===== config.mk =====
export PLATFORM = sky130hd
export DESIGN_NAME = apb4_slave_regbank
export DESIGN_NICKNAME = d
export VERILOG_FILES = /design/src/rtl/apb4_pkg.sv /design/src/rtl/apb4_wait_counter.sv /design/src/rtl/apb4_slave_regbank.sv
export SDC_FILE = /design/constraint.sdc
export NUM_CORES = 1
export LEC_CHECK = 0
export ABC_AREA = 1
export CELL_PAD_IN_SITES_DETAIL_PLACEMENT = 0
export CELL_PAD_IN_SITES_GLOBAL_PLACEMENT = 1
export CORE_MARGIN = 2
export CORE_UTILIZATION = 30
export DETAILED_ROUTE_END_ITERATION = 16
export GPL_TIMING_DRIVEN = 0
export PLACE_DENSITY = 0.63
export SETUP_SLACK_MARGIN = 0.4
export SLEW_MARGIN = 40
export SYNTH_ARGS = -nofsm -noshare
export SYNTH_HDL_FRONTEND = slang
export SYNTH_SLANG_ARGS = --single-unit

===== constraint.sdc =====
create_clock -name PCLK -period 29.4 [get_ports PCLK]
set_input_delay 5.88 -clock PCLK [delete_from_list [all_inputs] [get_ports PCLK]]
set_output_delay 5.88 -clock PCLK [all_outputs]
set_load 0.01 [all_outputs]

===== src/rtl/apb4_pkg.sv =====
// Shared types and helpers for the APB4 register bank and its verification environment.
package apb4_pkg;

  typedef enum logic {IDLE, ACCESS} apb_state_e;

  // Lane geometry for the default 32-bit bus; the bank derives its own from DATA_W.
  localparam int BUS_DATA_W = 32;
  localparam int STRB_W     = BUS_DATA_W / 8;
  localparam int OFS_W      = $clog2(STRB_W);

  // A transfer errors on a misaligned address, an index past the bank, or a write to a read-only word.
  function automatic logic addr_err(input int unsigned index,
                                    input logic        misaligned,
                                    input logic        write,
                                    input logic        ro,
                                    input int unsigned depth = 16);
    return misaligned || (index >= depth) || (write && ro);
  endfunction

endpackage


===== src/rtl/apb4_wait_counter.sv =====
// 4-bit wait-state counter: loads on setup, counts down during the access phase, flags zero.
module apb4_wait_counter (
  input  logic       clk,
  input  logic       rst,
  input  logic       load,
  input  logic       dec,
  input  logic [3:0] load_val,
  output logic       zero
);

  logic [3:0] count;

  // NOTE: sequential state uses non-blocking (<=) so every flop samples pre-edge values.
  always_ff @(posedge clk or posedge rst) begin
    if (rst) begin
      count <= '0;
    end else if (load) begin
      count <= load_val;
    end else if (dec && count != 4'd0) begin
      count <= count - 4'd1;
    end
  end

  assign zero = (count == 4'd0);

endmodule


===== src/rtl/apb4_slave_regbank.sv =====
// APB4 completer: DEPTH x DATA_W register bank with wait states, byte strobes,
// read-only words and PSLVERR.
module apb4_slave_regbank
  import apb4_pkg::*;
#(
  parameter int              ADDR_W      = 8,
  parameter int              DATA_W      = 32,
  parameter int              DEPTH       = 16,
  parameter int              WAIT_STATES = 0,
  parameter logic [DEPTH-1:0] RO_MASK    = '0
) (
  input  logic                  PCLK,
  input  logic                  PRESET,
  input  logic                  PSEL,
  input  logic                  PENABLE,
  input  logic                  PWRITE,
  input  logic [ADDR_W-1:0]     PADDR,
  input  logic [DATA_W-1:0]     PWDATA,
  input  logic [DATA_W/8-1:0]   PSTRB,
  output logic                  PREADY,
  output logic [DATA_W-1:0]     PRDATA,
  output logic                  PSLVERR
);

  localparam int LANES    = DATA_W / 8;
  localparam int OFS_BITS = $clog2(LANES);
  localparam int MEM_IW   = (DEPTH > 1) ? $clog2(DEPTH) : 1;

  apb_state_e          state;
  logic [MEM_IW-1:0]   cap_idx;
  logic                cap_write;
  logic                cap_err;
  logic [DATA_W-1:0]   cap_wdata;
  logic [LANES-1:0]    cap_strb;
  logic [DATA_W-1:0]   prdata_q;
  logic [DATA_W-1:0]   mem [DEPTH];

  logic [ADDR_W-1:0]   idx;
  logic [MEM_IW-1:0]   widx;
  logic                misaligned;
  logic                ro_hit;
  logic                err_now;
  logic                wzero;
  logic                setup;
  logic                complete;
  logic                do_write;

  // NOTE: every always_comb target is assigned on every path, so no latch can be inferred.
  always_comb begin
    idx        = PADDR >> OFS_BITS;
    widx       = idx[MEM_IW-1:0];
    misaligned = |(PADDR & ADDR_W'(LANES - 1));
    ro_hit     = RO_MASK[widx];
    err_now    = addr_err(32'(idx), misaligned, PWRITE, ro_hit, DEPTH);
  end

  assign setup    = (state == IDLE) && PSEL && !PENABLE;
  assign complete = (state == ACCESS) && PSEL && wzero;
  assign do_write = complete && cap_write && !cap_err;

  apb4_wait_counter u_wait (
    .clk      (PCLK),
    .rst      (PRESET),
    .load     (setup),
    .dec      ((state == ACCESS) && PSEL),
    .load_val (4'(WAIT_STATES)),
    .zero     (wzero)
  );

  always_ff @(posedge PCLK or posedge PRESET) begin
    if (PRESET) begin
      state     <= IDLE;
      cap_idx   <= '0;
      cap_write <= 1'b0;
      cap_err   <= 1'b0;
      cap_wdata <= '0;
      cap_strb  <= '0;
      prdata_q  <= '0;
    end else begin
      case (state)
        IDLE: begin
          if (setup) begin
            cap_idx   <= widx;
            cap_write <= PWRITE;
            cap_err   <= err_now;
            cap_wdata <= PWDATA;
            cap_strb  <= PSTRB;
            prdata_q  <= (!err_now && !PWRITE) ? mem[widx] : '0;
            state     <= ACCESS;
          end
        end
        ACCESS: begin
          // Both an abort (PSEL dropped) and a completion return to IDLE with PRDATA cleared.
          if (!PSEL || wzero) begin
            prdata_q <= '0;
            state    <= IDLE;
          end
        end
        default: state <= IDLE;
      endcase
    end
  end

  // NOTE: the bank is cleared by reset, so it stays in flops rather than mapping to a RAM macro.
  always_ff @(posedge PCLK or posedge PRESET) begin
    if (PRESET) begin
      for (int i = 0; i < DEPTH; i++) mem[i] <= '0;
    end else if (do_write) begin
      for (int b = 0; b < LANES; b++) begin
        if (cap_strb[b]) mem[cap_idx][8*b +: 8] <= cap_wdata[8*b +: 8];
      end
    end
  end

  assign PREADY  = (state == ACCESS) && wzero && PSEL && PENABLE;
  assign PRDATA  = prdata_q;
  assign PSLVERR = cap_err && PREADY;

endmodule


==> Yosys cells after proc, flatten, opt, wreduce, memory -nomap -nowiden <==
Memory sizes are Yosys's and may differ from the RTL's.
Cells that the tools add are included.
{ "word_totals": {"n_memories": 1, "romBits": 16, "ff_bits": 591, "out_inout_bits": 34} }
{ "op_classes": {"magnitude_cmp": 5, "n_reduce_logical": 28, "eq_ne": 2, "n_mux": 32, "addsub": 1, "bitwise_logic": 3} }
{ "mem_list": {"columns": ["memory", "words", "width", "read_ports", "rd_ports_with_merged_regs", "write_ports", "line", "source"], "rows": [
  ["(name not given)", 16, 1, 1, 0, 0, "apb4_slave_regbank.sv:53", "ro_hit = RO_MASK[widx];"]
]} }
{ "op_table": {"columns": ["op", "n"], "rows": [
  ["$mux W512", 7],
  ["$bwmux W512", 4],
  ["$demux W32 S4", 4],
  ["$mux W32", 6],
  ["$bmux W32 S4", 1],
  ["$pmux W32 S2", 1],
  ["$mux W24", 1],
  ["$mux W16", 1],
  ["$logic_and A1 B1 Y1", 14],
  ["$ge A5 B5 Y1 const B", 2],
  ["$not A4 Y5", 2],
  ["$mux W4", 2],
  ["$mux W8", 1],
  ["$ge A6 B5 Y1 const B", 1],
  ["$logic_not A1 Y1", 5],
  ["$lt A4 B5 Y1 const B", 1],
  ["$lt A5 B1 Y1 const B", 1],
  ["$logic_not A4 Y1", 1],
  ["$reduce_and A2 Y1", 2],
  ["$reduce_bool A4 Y1", 1],
  ["$sub A4 B1 Y4 const B", 1],
  ["$logic_or A1 B1 Y1", 3],
  ["$mux W1", 3],
  ["$ne A2 B1 Y1 const B", 1],
  ["other kinds (5)", 5]
]} }

==> Depth between registers and ports, before layout <==
Gate-level depths: netlist of run 1.
{ "depth": {"depth_word": 16, "mapped_depth": 12} }

==> By module <==
A second synthesis of run 1 with hierarchy kept.
{ "hier_totals": {"hier_cells": 3659, "area_unflattened_um2": 28297.1} }
{ "modules_own_cells": {"columns": ["mod", "cells_each", "instances", "area_per_inst_um2"], "rows": [
  ["apb4_slave_regbank", 3612, 1, 27998.1],
  ["apb4_wait_counter", 47, 1, 299.0]
]} }

==> Least setup slack after synthesis of run 1 <==
Ideal clock, no wire load.
{ "synth_path": {"kind": "input -> output", "start": "input PSEL", "end": "output PSLVERR", "t_arrival_ns": 6.431, "n_path_buf": 0, "path_stages": 4, "required_ns": 23.520, "slack_ns": 17.089, "cell_sequence": "nand2_1 -> nor2_2 -> inv_1 -> nor3_1"} }
{ "synth_via": {"elab_chain_len": 3} }
{ "synth_lines": {"columns": ["item", "line", "source"], "rows": [
  ["start, declared", "apb4_slave_regbank.sv:14", "input logic PSEL,"],
  ["$logic_and A1 B1 Y1 (2 in series)", "apb4_slave_regbank.sv:115", "assign PREADY = (state == ACCESS) && wzero && PSEL && PENABLE;"],
  ["$logic_and A1 B1 Y1", "apb4_slave_regbank.sv:117", "assign PSLVERR = cap_err && PREADY;"],
  ["end, declared", "apb4_slave_regbank.sv:22", "output logic PSLVERR"]
]} }
No other way between the ends.

==> Worst setup path after layout of run 1 <==
Same ends and word-level chain as after synthesis.

==> results of run 1 <==
metrics by stage:
step / hold slack, ps / TNS, ps / power (mW) / area, µm² / setup WS [ps]
after floorplan: 453 / 0 / 1.05 / 28200 / 6980
after global placement: 464 / -1095230 / 1.19 / 30600 / -1950
after detailed placement: 465 / 0 / 1.20 / 31000 / 16110
after CTS: 482 / 0 / 2.13 / 33400 / 16090
after global routing: 497 / 0 / 2.19 / 33400 / 15970
final: 478 / 0 / 2.11 / 33400 / 16110
layout make-up:
type	instances	area, µm²	share of cell area [%]
multi-input cells	2383	10700	31.9
flip-flops and latches	591	14800	44.2
plain buffers	220	1270	3.79
inverters	440	1660	4.96
clock inverters	18	234	0.700
repair buffers	90	1060	3.17
well taps	1254	1570	4.69
clock buffers	112	2190	6.56
placed cells by master, fill, tap and decap left out, types with 4 or more instances in the layout:
| cell type | count |
|---|---|
| nand2_1 | 1366 |
| dfrtp_1 | 591 |
| inv_1 | 437 |
| nand3_1 | 384 |
| o21ai_1 | 286 |
| o21ai_0 | 246 |
| clkbuf_1 | 87 |
| clkdlybuf4s50_1 | 80 |
| clkbuf_16 | 74 |
| clkbuf_2 | 58 |
| buf_2 | 52 |
| nand2_4 | 40 |
| buf_6 | 33 |
| o21ai_2 | 23 |
| clkbuf_8 | 20 |
| clkinv_2 | 10 |
| nor2_2 | 9 |
| nor2_4 | 9 |
| nor2_1 | 9 |
| buf_16 | 9 |
| buf_1 | 5 |
| bufinv_16 | 5 |
| buf_12 | 4 |
per-layer routing:
metal  wire length, µm  GRT usage, %  vias to the layer above
met5                13             0                        -
met1             53300          34.0                    12100
li1                  -             -                    11700
met3              6650          3.27                      151
met4              3460          7.31                        2
met2             50500          36.4                      702
state kept, by name, summed over array words and instances, names as in the netlist:
signal and flops:
cap_strb 4, cap_write 1, PRDATA 32, state 1, cap_idx 4, u_wait.count 4
cap_wdata 32, cap_err 1, mem 512
kinds of logic after synthesis:
| kind of cell | after synthesis |
|---|---|
| simple gates | 1822 |
| buf+inv | 660 |
| flops | 591 |
| compound gates | 559 |
| fa+ha+maj | 2 |
worst paths after layout:
check,start,to,slack [ps],cells after the start
hold reg to reg,PRDATA[1],PRDATA[1],480,2
max in group asynchronous,PRESET,mem[490],22300,5
setup / recovery,PSEL,PSLVERR,16110,6
setup reg to reg,u_wait.count[0],PRDATA[16],26370,9
hold / removal,PRDATA[1],PRDATA[1],480,2
min in group asynchronous,PRESET,cap_wdata[30],5650,2
power by group:
part | leakage (nW) | total, mW | internal, mW | switching (mW)
Clock | 1.20 | 0.930 | 0.557 | 0.373
Sequential | 8.18 | 0.868 | 0.852 | 0.0166
Combinational | 6.61 | 0.316 | 0.0644 | 0.252
worst register-to-register path, delay by kind of cell, from the launching register on:
kind	cells	cell delay, ps
AOI/OAI and AO/OA	1	120
buffers and inverters	3	900
adders and majority gates	1	180
DFF	1	360
and+or+nand+nor	4	1400
==> impl_metrics.json, run 1 <==
{
  "vias": 24600,
  "portBuffers": 80,
  "overflow": 0,
  "ys_types": 25,
  "hold_path.class": "reg -> reg",
  "fp.dieArea_um2": 96500,
  "ys.flop_type": "dfrtp_1",
  "crit_arrival_ps": 7410,
  "peakVddDrop_mv": 0.0510,
  "ys_seq_area_share_pct": 52.4,
  "crit_buf_inv": 3,
  "synth_seq_cells": 591,
  "cts_tree": "built",
  "grt_max_degree": 74,
  "fin_crit_ps": 13290,
  "grt_pass1_wl_mm": 168,
  "worst_path_dominant_cell_family": "buffers and inverters",
  "grt_pass1_vias": 24000,
  "ctsResizeCount": 0,
  "yosysWarnings": 0,
  "yosysTopAreaCell": "dfrtp_1",
  "post-dp-hpwl_mm": 79.5,
  "crit_top_cell": "clkdlybuf4s50_1",
  "syn_nets": 3685,
  "grt.total_usage_pct": 23.5,
  "min_period_over_period_pct": 45.2,
  "start_util_pct": 30.2,
  "status": "finished, final reports clean",
  "die_width_um": 311,
  "path_clk_slew_ps": 50,
  "first_pass_iters": 5,
  "synthTopCellsByArea": "dfrtp_1 (52%), nand2_1 (18%), nand3_1 (6.8%)",
  "finalSetupViolCount": 0,
  "path_max_fanout": 2,
  "ys_top_cells_by_count": "nand2_1 (1,366), dfrtp_1 (591), inv_1 (438)",
  "cpMaxStageDelayCell": "clkdlybuf4s50_1",
  "final_core_util_pct": 35.8,
  "drt_iter0_markers": 2316,
  "path_cells": "clkdlybuf4s50_1 -> nand2_1 -> nor2_2 -> inv_1 -> nor3_1 -> clkdlybuf4s50_1",
  "power_density_nw_per_um2": 63.2,
  "diodes": 0,
  "rsz0062_at_grt": "no",
  "criticalPathCategory": "in -> out",
  "synth_mux_area_share_pct": 0,
  "drc": 0,
  "gp_congestion": 0.861,
  "placedCellCount": 4978,
  "fin_cells": 5108,
  "fin_skew_ps": 37.3,
  "final_hold_viol_count": 0,
  "async_flop_share_pct": 100,
  "fill_cells": 10100,
  "antenna_found_initial": 3,
  "num_rows": 112,
  "slew_headroom_pct": 33.3,
  "worstMarginPinSlew_ps": 997,
  "nets": 3849,
  "synth-adder-area-share_pct": 0.0887,
  "cp_slowest_stage_delay_ps": 560,
  "maxCapViolCount": 0,
  "clock-sinks": 591,
  "synth_top_area_share_pct": 52.4,
  "cts_buffers": 72,
  "synth_xor_xnor_area_share_pct": 0,
  "netlist_area_um2": 28200,
  "postCtsHoldBufs": 0,
  "clockBufferDepth": 3,
  "synth_compound_area_share_pct": 10.2,
  "routedWlPerCell_um": 22.3,
  "antenna_left": 0,
  "avgSynthCellArea_um2": 7.77,
  "root_buffer": "clkbuf_16",
  "synth-simple-area-share_pct": 27.2,
  "finalWirelength_mm": 114,
  "end_kind": "output pin",
  "viasPerCell": 4.82,
  "cts_setup_buffers": 0,
  "p_leak_nw": 16.0,
  "netlist_instances": 3634,
  "setup.worst_path.start_class": "primary input",
  "finalMaxSlewViolations": 0,
  "synth_top_family_by_area": "simple AND/OR/NAND/NOR gates",
  "core-area_um2": 93300,
  "clock.fmax_mhz": 75.2,
  "synth_most_common_cell": "nand2_1",
  "synth-edff-count": 0,
  "clkLatencyLatePin_ps": 630,
  "area_growth_pct": 18.5,
  "crit_required_ps": 23520,
  "io_pins": 83,
  "die_height_um": 311,
  "cts.htree.levels": 3,
  "drive_gt1_share_pct": 9.21
}
(Power assumes the default switching activity.)
==> run 2, diff against run 1 <==
- PLACE_DENSITY: 0.63 -> 0.65
- clock period: 29.4 -> 12.08 ns (I/O delays scaled with it)
==> run 2 against run 1 <==
Effect of this change: power increased by 140%; combinational power increased by 150%; non-clock buffer count increased by 24; clock skew increased by 4.1 ps; cell area increased by 1.1%; via count increased by 1.3%; largest cell class unchanged.
==> impl_metrics.json, run 2 (same netlist as run 1, synthesis figures left out) <==
{
  "status": "finished, final reports clean",
  "finalMaxSlewViolations": 0,
  "routedWlPerCell_um": 22.1,
  "cts_tree": "built",
  "cts.htree.levels": 3,
  "clkLatencyLatePin_ps": 640,
  "p_total_mw": 5.01,
  "setup.worst_path.start_class": "primary input",
  "fp.dieArea_um2": 96500,
  "hold_path_depth": 2,
  "postCtsHoldBufs": 0,
  "diodes": 0,
  "slew_headroom_pct": 39.1,
  "root_buffer": "clkbuf_16",
  "clock.fmax_mhz": 157,
  "path_clk_slew_ps": 50,
  "drt_iter0_markers": 2239,
  "regMostFlops": "mem",
  "core-area_um2": 93300,
  "rsz0062_at_grt": "no",
  "final_common_cell": "nand2_1",
  "ctsResizeCount": 0,
  "first_pass_iters": 6,
  "layout_setup_ws_ps": 5730,
  "regToRegEndpoint": "PRDATA[17]",
  "p_leak_nw": 16.2,
  "portBuffers": 80,
  "end_kind": "output pin",
  "maxCapViolCount": 0,
  "die_width_um": 311,
  "hold_path_end": "PRDATA[22]",
  "num_rows": 112,
  "fin_crit_ps": 6350,
  "cts_buffers": 72,
  "cts_setup_buffers": 0,
  "crit_arrival_ps": 3940,
  "grt_pass1_vias": 24100,
  "crit-reg2reg-launch": "u_wait.count[0]",
  "fin_skew_ps": 41.4,
  "seqCellArea_um2": 14800,
  "die_height_um": 311,
  "hold_path.class": "reg -> reg",
  "min_period_over_period_pct": 52.6,
  "nets": 3873,
  "grt_pass1_wl_mm": 167,
  "multiInputGateArea_um2": 10700,
  "final_core_util_pct": 36.2,
  "grt.total_usage_pct": 23.3,
  "area_growth_pct": 19.8,
  "reg2regPathDepth": 9,
  "drive_gt1_share_pct": 9.66,
  "antenna_left": 0,
  "finalSetupViolCount": 0,
  "fin_setup_tns_ps": 0,
  "place_ws_ps": 5730,
  "viasPerCell": 4.87,
  "post-dp-hpwl_mm": 80.1,
  "final_hold_viol_count": 0,
  "worstHoldStart": "PRDATA[22]",
  "antenna_found_initial": 2,
  "path_max_fanout": 2,
  "overflow": 0,
  "peakVddDrop_mv": 0.0940,
  "criticalPathCategory": "in -> out",
  "gp_congestion": 0.860,
  "largest_reg_flops": 512,
  "clockBufferDepth": 3,
  "finalWirelength_mm": 113,
  "fill_cells": 10200,
  "drc": 0,
  "power_density_nw_per_um2": 148,
  "io_pins": 83,
  "ff2ff_setup_slack_ps": 9150,
  "crit_required_ps": 9660,
  "worstMarginPinSlew_ps": 913,
  "clock-sinks": 591,
  "start_util_pct": 30.2,
  "vias": 25000,
  "final_cell_mix": "nand2_1 (1,366), dfrtp_1 (591), inv_1 (437)",
  "grt_max_degree": 25
}
-- run 2: cell types whose count changed in the layout (fill, tap and decap cells not counted), sizes merged --
cell and change:
buf +24, bufinv -4, clkbuf -9, clkinv +2, clkinvlp +2, inv +1
-- run 2: area by class of cell --
| class | instances | share of cell area, % |
|---|---|---|
| Multi-Input combinational cell | 2383 | 31.5 |
| Sequential cell | 591 | 43.8 |
| Clock buffer | 103 | 6.21 |
| Timing Repair Buffer | 114 | 4.79 |
| Buffer | 220 | 3.75 |
| Tap cell | 1254 | 4.64 |
| Clock inverter | 19 | 0.418 |
| Inverter | 440 | 4.90 |
-- run 2: worst max-delay path by stage --
stage,cells after the start,endpoint,start
4_1_cts,6,PSLVERR,PSEL
5_1_grt,6,PSLVERR,PSEL
2_1_floorplan,1,PRDATA[0],PRESET
3_5_place_dp,6,PSLVERR,PSEL
3_3_place_gp,2,cap_wdata[6],PRESET
6_report,6,PSLVERR,PSEL
-- run 2: per-layer routing --
metal  up-vias  GRT usage (%)  routed length, µm
met4         0           6.72               3040
met2       726           36.8              50600
met5         -              0                  0
met3       173           3.37               6750
met1     12300           33.2              52600
li1      11800              -                  -
-- run 2: where the power goes --
group | internal, mW | switching, mW
logic | 0.174 | 0.610
clock network | 1.23 | 0.892
registers | 2.07 | 0.0403
-- run 2: worst max-delay path, stage by stage --
cell,delay [ps]
clkdlybuf4s50_1,480
nand2_1,80
nor2_2,190
inv_1,80
nor3_1,130
clkdlybuf4s50_1,560
-- run 2: stage by stage --
step / area [µm²] / hold slack (ps) / std cells
2_1_floorplan: 28200 / 453 / 3634
4_1_cts: 33800 / 481 / 5123
6_report: 33800 / 474 / 5124
3_3_place_gp: 30600 / 464 / 4968
5_1_grt: 33800 / 493 / 5124
3_5_place_dp: 31500 / 464 / 5001
==> run 3, diff against run 2 <==
- PLACE_DENSITY: 0.65 -> 0.63
- clock period: 12.08 -> 6.3 ns (I/O delays scaled with it)
==> run 3 against run 2 <==
Effect of this change: utilization barely moved; via count decreased by 0.38%; cell area about the same; combinational power rose by 93%; non-clock buffer count shrank 2; clock power up 94%; sequential power is 92% higher; critical path depth unchanged; highest routed layer unchanged.
==> impl_metrics.json, run 3 (same netlist as run 1, synthesis figures left out) <==
{
  "status": "finished, final reports clean",
  "hold_path.class": "reg -> reg",
  "worst_path_dominant_cell_family": "buffers and inverters",
  "worstMarginPinSlew_ps": 907,
  "postCtsHoldBufs": 0,
  "reg2regPathDepth": 9,
  "grt.total_usage_pct": 23.6,
  "clockBufferDepth": 3,
  "criticalPathCategory": "in -> out",
  "regToRegEndpoint": "PRDATA[14]",
  "gp_congestion": 0.841,
  "multiInputGateArea_um2": 10700,
  "io_pins": 83,
  "portBuffers": 80,
  "drive_gt1_share_pct": 9.64,
  "slew_headroom_pct": 39.5,
  "grt_max_degree": 25,
  "finalMaxSlewViolations": 0,
  "ff2ff_setup_slack_ps": 3300,
  "cts_buffers": 71,
  "antenna_left": 0,
  "fp.dieArea_um2": 96500,
  "start_util_pct": 30.2,
  "final_cell_mix": "nand2_1 (1,366), dfrtp_1 (591), inv_1 (437)",
  "path_cells": "clkdlybuf4s50_1 -> nand2_1 -> nor2_2 -> inv_1 -> nor3_1 -> clkdlybuf4s50_1",
  "drc": 0,
  "placedCellCount": 5000,
  "first_pass_iters": 8,
  "crit_arrival_ps": 2790,
  "drt_iter0_markers": 2358,
  "cts_setup_buffers": 0,
  "cp_slowest_stage_delay_ps": 560,
  "worstHoldStart": "mem[137]",
  "crit-reg2reg-launch": "u_wait.count[0]",
  "crit_top_cell": "clkdlybuf4s50_1",
  "clock.fmax_mhz": 247,
  "viasPerCell": 4.85,
  "area_growth_pct": 19.7,
  "finalWirelength_mm": 114,
  "cts.htree.levels": 3,
  "fin_setup_tns_ps": 0,
  "hold_path_end": "mem[137]",
  "crit_required_ps": 5040,
  "final_hold_viol_count": 0,
  "min_period_over_period_pct": 64.3,
  "antenna_found_initial": 3,
  "vias": 24900,
  "core-area_um2": 93300,
  "grt_pass1_wl_mm": 169,
  "end_kind": "output pin",
  "post-dp-hpwl_mm": 80.7,
  "peakVddDrop_mv": 0.186,
  "fin_crit_ps": 4050,
  "final_common_cell": "nand2_1",
  "maxCapViolCount": 0,
  "num_rows": 112,
  "p_total_mw": 9.69,
  "rsz0062_at_grt": "no",
  "grt_pass1_vias": 24100,
  "cpMaxStageDelayCell": "clkdlybuf4s50_1",
  "fin_cells": 5125,
  "path_clk_slew_ps": 50,
  "root_buffer": "clkbuf_16",
  "hold_path_depth": 2,
  "p_leak_nw": 16.1,
  "nets": 3870,
  "fill_cells": 10100,
  "die_height_um": 311,
  "crit_buf_inv": 3,
  "clock-sinks": 591,
  "die_width_um": 311,
  "path_max_fanout": 2,
  "power_density_nw_per_um2": 287,
  "clkLatencyLatePin_ps": 640,
  "setup.worst_path.start_class": "primary input",
  "cts_tree": "built",
  "routedWlPerCell_um": 22.3,
  "diodes": 0,
  "fin_skew_ps": 35.5,
  "largest_reg_flops": 512,
  "ctsResizeCount": 0,
  "final_core_util_pct": 36.2,
  "overflow": 0,
  "finalSetupViolCount": 0,
  "seqCellArea_um2": 14800,
  "holdWs_ps": 481,
  "regMostFlops": "mem"
}
[run 3: changes by cell type in the layout (fill, tap and decap cells not counted), sizes merged]
cell	change
clkinvlp	+1
bufinv	+1
inv	-2
clkinv	+1
clkbuf	+3
buf	-3
[run 3: worst max-delay path by stage]
stage / end / cells after the start / start / slack [ps]
2_1_floorplan: PRDATA[0] / 1 / PRESET / -3020
3_3_place_gp: cap_wdata[3] / 2 / PRESET / -7770
3_5_place_dp: PRDATA[10] / 9 / PSEL / 2240
4_1_cts: PSLVERR / 6 / PSEL / 2220
5_1_grt: PSLVERR / 6 / PSEL / 2160
6_report: PSLVERR / 6 / PSEL / 2250
[run 3: power by group]
group	total [mW]	internal [mW]	switching, mW
combinational	1.51	0.331	1.18
sequential	4.05	3.97	0.0780
clock	4.12	2.40	1.73
total	9.69	6.70	2.98
[run 3: stage by stage]
stage	area, µm²	worst slack [ps]
after floorplan	28200	-3020
after global placement	30600	-7770
after detailed placement	31500	2240
after CTS	33800	2220
after global routing	33800	2160
final	33800	2250
[run 3: cell type report]
| class | instances | area share, % |
|---|---|---|
| tap | 1254 | 4.65 |
| inverter | 440 | 4.90 |
| clock inverter | 20 | 0.515 |
| sequential | 591 | 43.8 |
| buffer | 220 | 3.75 |
| clock buffer | 105 | 6.24 |
| multi-input combinational | 2383 | 31.6 |
| timing repair buffer | 112 | 4.60 |
[run 3: layer usage]
layer  share of wire, %  vias to the layer above  GRT usage (%)
met2                 45                      706           37.2
met5                  0                        -              0
met3                5.6                      143           2.89
li1                   -                    11800              -
met4                2.5                        0           6.69
met1                 47                    12300           34.0
[run 3: worst reg2reg max path: cells and delay by family, from the launching register on]
| kind | cells | cell delay, ps |
|---|---|---|
| and+or+nand+nor | 4 | 1370 |
| buffers and inverters | 3 | 890 |
| DFF | 1 | 350 |
| adders and majority gates | 1 | 190 |
| AOI/OAI and AO/OA | 1 | 130 |
